$ cat src/rtl/comparator_cal_pkg.sv
// Shared types and trim-mapping helpers for the comparator offset calibration block.
// The trim is a 6-bit unsigned search code u with t = u - 32, split into p and n buses.
package comparator_cal_pkg;

    localparam int unsigned TRIM_BITS = 5;
    localparam int unsigned CODE_BITS = 6;

    typedef enum logic [2:0] {
        StIdle,
        StShort,
        StTrial,
        StSample,
        StDecide,
        StCommit
    } cal_state_e;

    typedef struct packed {
        logic [TRIM_BITS-1:0] p;
        logic [TRIM_BITS-1:0] n_rev;
    } trim_t;

    function automatic logic [TRIM_BITS-1:0] bitrev5(input logic [TRIM_BITS-1:0] x);
        logic [TRIM_BITS-1:0] r;
        for (int i = 0; i < TRIM_BITS; i++) begin
            r[i] = x[TRIM_BITS-1-i];
        end
        return r;
    endfunction

    // u = 0 (t = -32) has no representation; the search never drives it.
    function automatic trim_t u_to_trim(input logic [CODE_BITS-1:0] u);
        trim_t                r;
        logic [CODE_BITS-1:0] mag;
        if (u[CODE_BITS-1]) begin
            mag     = '0;
            r.p     = u[TRIM_BITS-1:0];
            r.n_rev = '0;
        end else begin
            mag     = CODE_BITS'(32) - u;
            r.p     = '0;
            r.n_rev = bitrev5(mag[TRIM_BITS-1:0]);
        end
        return r;
    endfunction

endpackage

$ cat src/rtl/comparator_offset_cal_if.sv
// Control/result bundle between a host and the offset calibration controller.
interface comparator_offset_cal_if;
    import comparator_cal_pkg::*;

    logic                 start;
    logic                 abort;
    logic                 busy;
    logic                 done;
    logic [CODE_BITS-1:0] cal_code;
    logic                 sat;

    modport master (
        output start,
        output abort,
        input  busy,
        input  done,
        input  cal_code,
        input  sat
    );

    modport slave (
        input  start,
        input  abort,
        output busy,
        output done,
        output cal_code,
        output sat
    );

endinterface

$ cat src/rtl/cal_sync2.sv
// Two-flop synchronizer for the asynchronous comparator decision.
module cal_sync2 (
    input  logic clk,
    input  logic rst,
    input  logic d_i,
    output logic q_o
);

    logic meta_q;
    logic sync_q;

    always_ff @(posedge clk or posedge rst) begin
        if (rst) begin
            meta_q <= 1'b0;
            sync_q <= 1'b0;
        end else begin
            meta_q <= d_i;
            sync_q <= meta_q;
        end
    end

    assign q_o = sync_q;

endmodule

$ cat src/rtl/comparator_offset_cal.sv
// Foreground offset calibration: shorts the comparator inputs and runs a majority-voted
// 6-step SAR search over the trim code, then holds the committed trim until the next run.
module comparator_offset_cal
    import comparator_cal_pkg::*;
#(
    parameter int unsigned SETTLE_CYCLES = 16,
    parameter int unsigned N_VOTE        = 3
) (
    input  logic                    clk,
    input  logic                    rst,
    comparator_offset_cal_if.slave  ctrl_io,
    input  logic                    comp_out_i,
    output logic                    cal_short_o,
    output logic [TRIM_BITS-1:0]    cfg_offset_p_o,
    output logic [TRIM_BITS-1:0]    cfg_offset_n_o
);

    localparam int unsigned CntMax = (SETTLE_CYCLES > N_VOTE) ? SETTLE_CYCLES : N_VOTE;
    localparam int unsigned CntW   = $clog2(CntMax + 1);
    localparam int unsigned VoteW  = $clog2(N_VOTE + 1);

    localparam logic [CntW-1:0] SettleLast = CntW'(SETTLE_CYCLES - 1);
    localparam logic [CntW-1:0] VoteLast   = CntW'(N_VOTE - 1);
    localparam logic [2:0]      KTop       = 3'd5;

    cal_state_e           state_q, state_d;
    logic [CntW-1:0]      cnt_q, cnt_d;
    logic [VoteW-1:0]     ones_q, ones_d;
    logic [CODE_BITS-1:0] u_q, u_d;
    logic [2:0]           k_q, k_d;
    trim_t                trim_q, trim_d;
    trim_t                committed_q, committed_d;
    logic                 busy_q, busy_d;
    logic                 short_q, short_d;
    logic                 done_q, done_d;
    logic                 sat_q, sat_d;
    logic [CODE_BITS-1:0] code_q, code_d;

    logic                 comp_sync;
    logic                 majority;
    logic [CODE_BITS-1:0] trial_u;
    logic [CODE_BITS-1:0] u_keep;
    logic [CODE_BITS-1:0] next_trial_u;
    logic [CODE_BITS-1:0] u_final;
    logic [2:0]           k_next;

    cal_sync2 u_sync (
        .clk (clk),
        .rst (rst),
        .d_i (comp_out_i),
        .q_o (comp_sync)
    );

    // Majority 0 means the trial trim still leaves the comparator low, so keep the bit.
    always_comb begin
        trial_u      = u_q | (CODE_BITS'(1) << k_q);
        majority     = (32'(ones_q) * 32'd2) > N_VOTE;
        u_keep       = majority ? u_q : trial_u;
        k_next       = k_q - 3'd1;
        next_trial_u = u_keep | (CODE_BITS'(1) << k_next);
        u_final      = (&u_q) ? u_q : u_q + CODE_BITS'(1);
    end

    always_comb begin
        state_d     = state_q;
        cnt_d       = cnt_q;
        ones_d      = ones_q;
        u_d         = u_q;
        k_d         = k_q;
        trim_d      = trim_q;
        committed_d = committed_q;
        busy_d      = busy_q;
        short_d     = short_q;
        done_d      = 1'b0;
        sat_d       = sat_q;
        code_d      = code_q;

        if (ctrl_io.abort && (state_q != StIdle)) begin
            state_d = StIdle;
            busy_d  = 1'b0;
            short_d = 1'b0;
            trim_d  = committed_q;
        end else begin
            unique case (state_q)
                StIdle: begin
                    if (ctrl_io.start && !ctrl_io.abort) begin
                        state_d = StShort;
                        busy_d  = 1'b1;
                        short_d = 1'b1;
                        u_d     = '0;
                        k_d     = KTop;
                        cnt_d   = '0;
                    end
                end
                StShort: begin
                    if (cnt_q == SettleLast) begin
                        cnt_d   = '0;
                        trim_d  = u_to_trim(trial_u);
                        state_d = StTrial;
                    end else begin
                        cnt_d = cnt_q + 1'b1;
                    end
                end
                StTrial: begin
                    if (cnt_q == SettleLast) begin
                        cnt_d   = '0;
                        ones_d  = '0;
                        state_d = StSample;
                    end else begin
                        cnt_d = cnt_q + 1'b1;
                    end
                end
                StSample: begin
                    ones_d = ones_q + VoteW'(comp_sync);
                    if (cnt_q == VoteLast) begin
                        cnt_d   = '0;
                        state_d = StDecide;
                    end else begin
                        cnt_d = cnt_q + 1'b1;
                    end
                end
                StDecide: begin
                    u_d = u_keep;
                    if (k_q != 3'd0) begin
                        k_d     = k_next;
                        trim_d  = u_to_trim(next_trial_u);
                        state_d = StTrial;
                    end else begin
                        state_d = StCommit;
                    end
                end
                StCommit: begin
                    trim_d      = u_to_trim(u_final);
                    committed_d = u_to_trim(u_final);
                    code_d      = u_final - CODE_BITS'(32);
                    sat_d       = (u_final == CODE_BITS'(63)) || (u_final == CODE_BITS'(1));
                    done_d      = 1'b1;
                    busy_d      = 1'b0;
                    short_d     = 1'b0;
                    state_d     = StIdle;
                end
                default: begin
                    state_d = StIdle;
                end
            endcase
        end
    end

    always_ff @(posedge clk or posedge rst) begin
        if (rst) begin
            state_q     <= StIdle;
            cnt_q       <= '0;
            ones_q      <= '0;
            u_q         <= '0;
            k_q         <= '0;
            trim_q      <= '0;
            committed_q <= '0;
            busy_q      <= 1'b0;
            short_q     <= 1'b0;
            done_q      <= 1'b0;
            sat_q       <= 1'b0;
            code_q      <= '0;
        end else begin
            state_q     <= state_d;
            cnt_q       <= cnt_d;
            ones_q      <= ones_d;
            u_q         <= u_d;
            k_q         <= k_d;
            trim_q      <= trim_d;
            committed_q <= committed_d;
            busy_q      <= busy_d;
            short_q     <= short_d;
            done_q      <= done_d;
            sat_q       <= sat_d;
            code_q      <= code_d;
        end
    end

    assign ctrl_io.busy     = busy_q;
    assign ctrl_io.done     = done_q;
    assign ctrl_io.cal_code = code_q;
    assign ctrl_io.sat      = sat_q;
    assign cal_short_o      = short_q;
    assign cfg_offset_p_o   = trim_q.p;
    assign cfg_offset_n_o   = trim_q.n_rev;

endmodule

$ cat src/flat_wrapper.sv
// flat-port wrapper written by rule: the top's interface ports become plain ports
module comparator_offset_cal_flat import comparator_cal_pkg::*;
#(
    parameter int unsigned SETTLE_CYCLES = 16,
    parameter int unsigned N_VOTE        = 3
)
  (clk, rst, comp_out_i, cal_short_o, cfg_offset_p_o, cfg_offset_n_o, ctrl_io_start, ctrl_io_abort, ctrl_io_busy, ctrl_io_done, ctrl_io_cal_code, ctrl_io_sat);
  comparator_offset_cal_if ctrl_io_i ();
  input  logic clk;
  input  logic rst;
  input  logic comp_out_i;
  output logic cal_short_o;
  output logic [TRIM_BITS-1:0] cfg_offset_p_o;
  output logic [TRIM_BITS-1:0] cfg_offset_n_o;
  input wire logic [$bits(ctrl_io_i.start)-1:0] ctrl_io_start;
  input wire logic [$bits(ctrl_io_i.abort)-1:0] ctrl_io_abort;
  output wire logic [$bits(ctrl_io_i.busy)-1:0] ctrl_io_busy;
  output wire logic [$bits(ctrl_io_i.done)-1:0] ctrl_io_done;
  output wire logic [$bits(ctrl_io_i.cal_code)-1:0] ctrl_io_cal_code;
  output wire logic [$bits(ctrl_io_i.sat)-1:0] ctrl_io_sat;
  assign ctrl_io_i.start = ctrl_io_start;
  assign ctrl_io_i.abort = ctrl_io_abort;
  assign ctrl_io_busy = ctrl_io_i.busy;
  assign ctrl_io_done = ctrl_io_i.done;
  assign ctrl_io_cal_code = ctrl_io_i.cal_code;
  assign ctrl_io_sat = ctrl_io_i.sat;
  comparator_offset_cal #(.SETTLE_CYCLES(SETTLE_CYCLES), .N_VOTE(N_VOTE)) u_core (.clk(clk), .rst(rst), .ctrl_io(ctrl_io_i), .comp_out_i(comp_out_i), .cal_short_o(cal_short_o), .cfg_offset_p_o(cfg_offset_p_o), .cfg_offset_n_o(cfg_offset_n_o));
endmodule
$ cat config.mk
export PLATFORM = sky130hd
export DESIGN_NAME = comparator_offset_cal_flat
export DESIGN_NICKNAME = d
export VERILOG_FILES = /design/src/rtl/comparator_cal_pkg.sv /design/src/rtl/comparator_offset_cal_if.sv /design/src/rtl/cal_sync2.sv /design/src/rtl/comparator_offset_cal.sv /design/src/flat_wrapper.sv
export SDC_FILE = /design/constraint.sdc
export NUM_CORES = 1
export LEC_CHECK = 0
export BUFFER_PORTS_ARGS = -buffer_cell sky130_fd_sc_hd__buf_2
export CAP_MARGIN = 0
export CORE_UTILIZATION = 40
export CTS_CLUSTER_DIAMETER = 50
export DETAILED_ROUTE_END_ITERATION = 7
export HOLD_SLACK_MARGIN = 0.12
export PLACE_DENSITY_LB_ADDON = 0.25
export SYNTH_ARGS = -nofsm -noshare
export SYNTH_HDL_FRONTEND = slang
export SYNTH_HIERARCHICAL = 1
export SYNTH_SLANG_ARGS = --single-unit
$ cat constraint.sdc
create_clock -name clk -period 3 [get_ports clk]
set_clock_uncertainty 0.15 [all_clocks]
set_input_delay 0.15 -clock clk [delete_from_list [all_inputs] [get_ports clk]]
set_output_delay 0.15 -clock clk [all_outputs]
set_load 0.05 [all_outputs]
==> results.json <==
{
  "synth_enable_flop_cells": 0,
  "die_area_mm2": 0.00830,
  "clkLatencyLatePin_ns": 0.31,
  "overflow": 0,
  "clockBufferDepth": 2,
  "drv_cap": 0,
  "vias_per_cell": 5.42,
  "rsz0062_at_grt": "no",
  "crit_required_ns": 3.03,
  "syn2layout_area_growth_pct": 10.1,
  "tns_ns": 0,
  "yosys-top-cells-area": "dfrtp_1 (39%), ha_1 (6.3%), nand2_1 (6.0%), a21oi_1 (4.3%), o21ai_0 (3.3%)",
  "vias": 2628,
  "core_mm2": 0.00769,
  "cts.clk_slew.worst_paths_ns": 0.10,
  "dpl.hpwl_um": 5450,
  "timing.rr.end": "u_core/cfg_offset_n_o[0]",
  "boundaryPins": 25,
  "yosysWarningCount": 6,
  "die_y_um": 91.1,
  "postCtsSetupRepairBufs": 0,
  "finalHoldViolations": 0,
  "die_w_um": 91.1,
  "wl_per_cell_um": 15.1,
  "final_max_slew_viol_count": 0,
  "cp.arrival_ns": 2.83,
  "min_period_ns": 2.80,
  "cts_sinks": 50,
  "peakVddDrop_mv": 0.461,
  "ys_ff_latch": 50,
  "crit_path_end": "u_core/cfg_offset_n_o[0]",
  "hold_class": "reg -> reg",
  "r2r-start": "u_core/k_q[0]",
  "remaining_drc_errors": 0,
  "startpoint_type": "register",
  "ff2ff_setup_slack_ns": 0.20,
  "ys_seq_area_share_pct": 39.4,
  "synth.distinct_cells": 57,
  "synthesis.area_mm2": 0.00318,
  "ant_nets": 0,
  "nets": 403,
  "cp-end-kind": "register",
  "yosysTopAreaCellShare_pct": 39.4,
  "nFillCells": 785,
  "place_congestion": 0.882,
  "synth.avg_cell_area_um2": 8.78,
  "synthesis.instances": 362,
  "drt_pass1_iterations": 4,
  "h-tree-depth": 2,
  "ys.flop_type": "dfrtp_1",
  "ys_async_sr_fraction_pct": 100,
  "synth_most_common_cell": "nand2_1",
  "antenna_found_initial": 0,
  "worstMarginPinSlew_ns": 1.03,
  "relSlewSlack_pct": 31.0,
  "initial_utilization_pct": 41.3,
  "cts_root_buffer": "clkbuf_8",
  "power_density_mw_per_mm2": 922,
  "grt_use_total_pct": 19.2,
  "status": "finished, final reports clean",
  "worstPathMaxFanout": 4,
  "placed_area_mm2": 0.00336,
  "setup_viol": 0,
  "rr_worst_depth": 10,
  "clock.fmax_ghz": 0.358,
  "cellLeakagePower_nw": 1.64,
  "cts_inserted_buffers": 5,
  "grt_pass1_vias": 2640,
  "num_antenna_cells": 0,
  "crit_type": "reg -> reg",
  "ys_top_cells_by_count": "nand2_1 (51), dfrtp_1 (50), a21oi_1 (27)",
  "syn-num-nets": 383,
  "grt_pass1_wl_um": 12900,
  "cts_tree": "yes",
  "period_share_pct": 93.2,
  "timing.critical_path.from": "u_core/k_q[0]",
  "drive_above_1_share_pct": 16.2,
  "final_area_mm2": 0.00350,
  "port_buffers": 24,
  "grt_max_degree": 49,
  "synth_top_area_cell": "dfrtp_1",
  "drt-initial-drc-count": 101,
  "rows": 32,
  "drt_wl_total_um": 7320
}
## report_power, final
part / leakage [nW] / switching [W] / internal [W] / total (W)
clock: 0.0478 / 0.000241 / 0.000190 / 0.000431
combinational: 0.945 / 0.00110 / 0.000595 / 0.00170
sequential: 0.652 / 0.000227 / 0.000872 / 0.00110
## cell usage in the layout (no fill, tap or decap), types with 5 or more instances in the layout
cell type  instances
a21oi_1           27
a221oi_1           5
buf_2             24
buf_4              9
clkbuf_8           6
dfrtp_1           49
ha_1              16
inv_1             19
nand2_1           51
nand3_1           16
nor2_1            24
nor2b_1            5
nor3_1             6
o21ai_0           21
o22ai_1            8
o31ai_1           11
xnor2_1            9
xor2_1             5
## through the flow
step           std cells  setup slack, ns  total power (W)  utilization [%]  hold slack [ns]
5_1_grt              485          0.00173          0.00347             45.5            0.218
3_5_place_dp         473            0.211          0.00280             43.7           -0.132
4_1_cts              485            0.221          0.00324             45.5            0.201
6_report             485            0.204          0.00323             45.5            0.212
2_1_floorplan        362            0.488          0.00243                -           -0.259
3_3_place_gp         473            0.319          0.00279             43.7           -0.133
## routing by layer
metal / global-route usage (%) / part of all wire [%] / up-vias
met4: 7.01 / 2.7 / 0
met1: 26.0 / 49 / 1233
met3: 2.76 / 3.4 / 18
met2: 31.3 / 45 / 56
li1: - / - / 1321
met5: 0 / 0 / -
## critical path, cell delays in order, from the launching register on
cell and delay [ns]:
dfrtp_1 0.40, inv_1 0.11, ha_1 0.21, ha_1 0.33, inv_1 0.10, a221oi_1 0.48, ha_1 0.26, nand3_1 0.10
xor2_1 0.17, a221oi_1 0.29, o31ai_1 0.10
## worst min path at each step
stage	startpoint	endpoint	slack (ns)	depth (start not counted)
2_1_floorplan	rst	u_core/u_sync/meta_q	-0.26	1
3_3_place_gp	rst	u_core/u_sync/meta_q	-0.13	2
3_5_place_dp	rst	u_core/u_sync/q_o	-0.13	2
4_1_cts	ctrl_io_start	u_core/k_q[1]	0.20	5
5_1_grt	u_core/u_sync/meta_q	u_core/u_sync/q_o	0.22	0
6_report	u_core/u_sync/meta_q	u_core/u_sync/q_o	0.21	0
## registers in the layout, indices dropped and copies added, names as in the netlist
register                 flops
u_core/committed_q          10
u_core/ctrl_io.cal_code      6
u_core/u_q                   6
u_core/cfg_offset_n_o        5
u_core/cfg_offset_p_o        5
u_core/cnt_q                 5
u_core/k_q                   3
u_core/state_q               3
u_core/ones_q                2
u_core/cal_short_o           1
u_core/ctrl_io.done          1
u_core/ctrl_io.sat           1
u_core/u_sync/meta_q         1
u_core/u_sync/q_o            1
## final cells by class
class | instances | area (um^2) | share of cell area, %
multi-input cells | 267 | 1710 | 49.0
flip-flops and latches | 50 | 1250 | 35.8
repair buffers | 37 | 228 | 6.51
well taps | 102 | 128 | 3.65
clock buffers | 6 | 82.6 | 2.36
inverters | 21 | 78.8 | 2.25
clock inverters | 2 | 16.3 | 0.465
## cells by family after synthesis
logic type                 count (synthesis)  synth area share, %
adders and majority gates                 16                 6.30
buffers and inverters                     45                 6.70
xor gates and xnor gates                  14                 3.86
muxes                                      5                 1.77
AOI/OAI and AO/OA                        105                 22.6
and+or+nand+nor                          127                 19.4
DFF                                       50                 39.4
## repair_timing
| action | CTS | global route |
|---|---|---|
| gates resized for setup | 0 | 1 |
| setup endpoints to repair | 0 | 1 |
| hold endpoints to repair | 55 | 0 |
| hold buffers | 4 | 0 |
(Power assumes the default switching activity.)
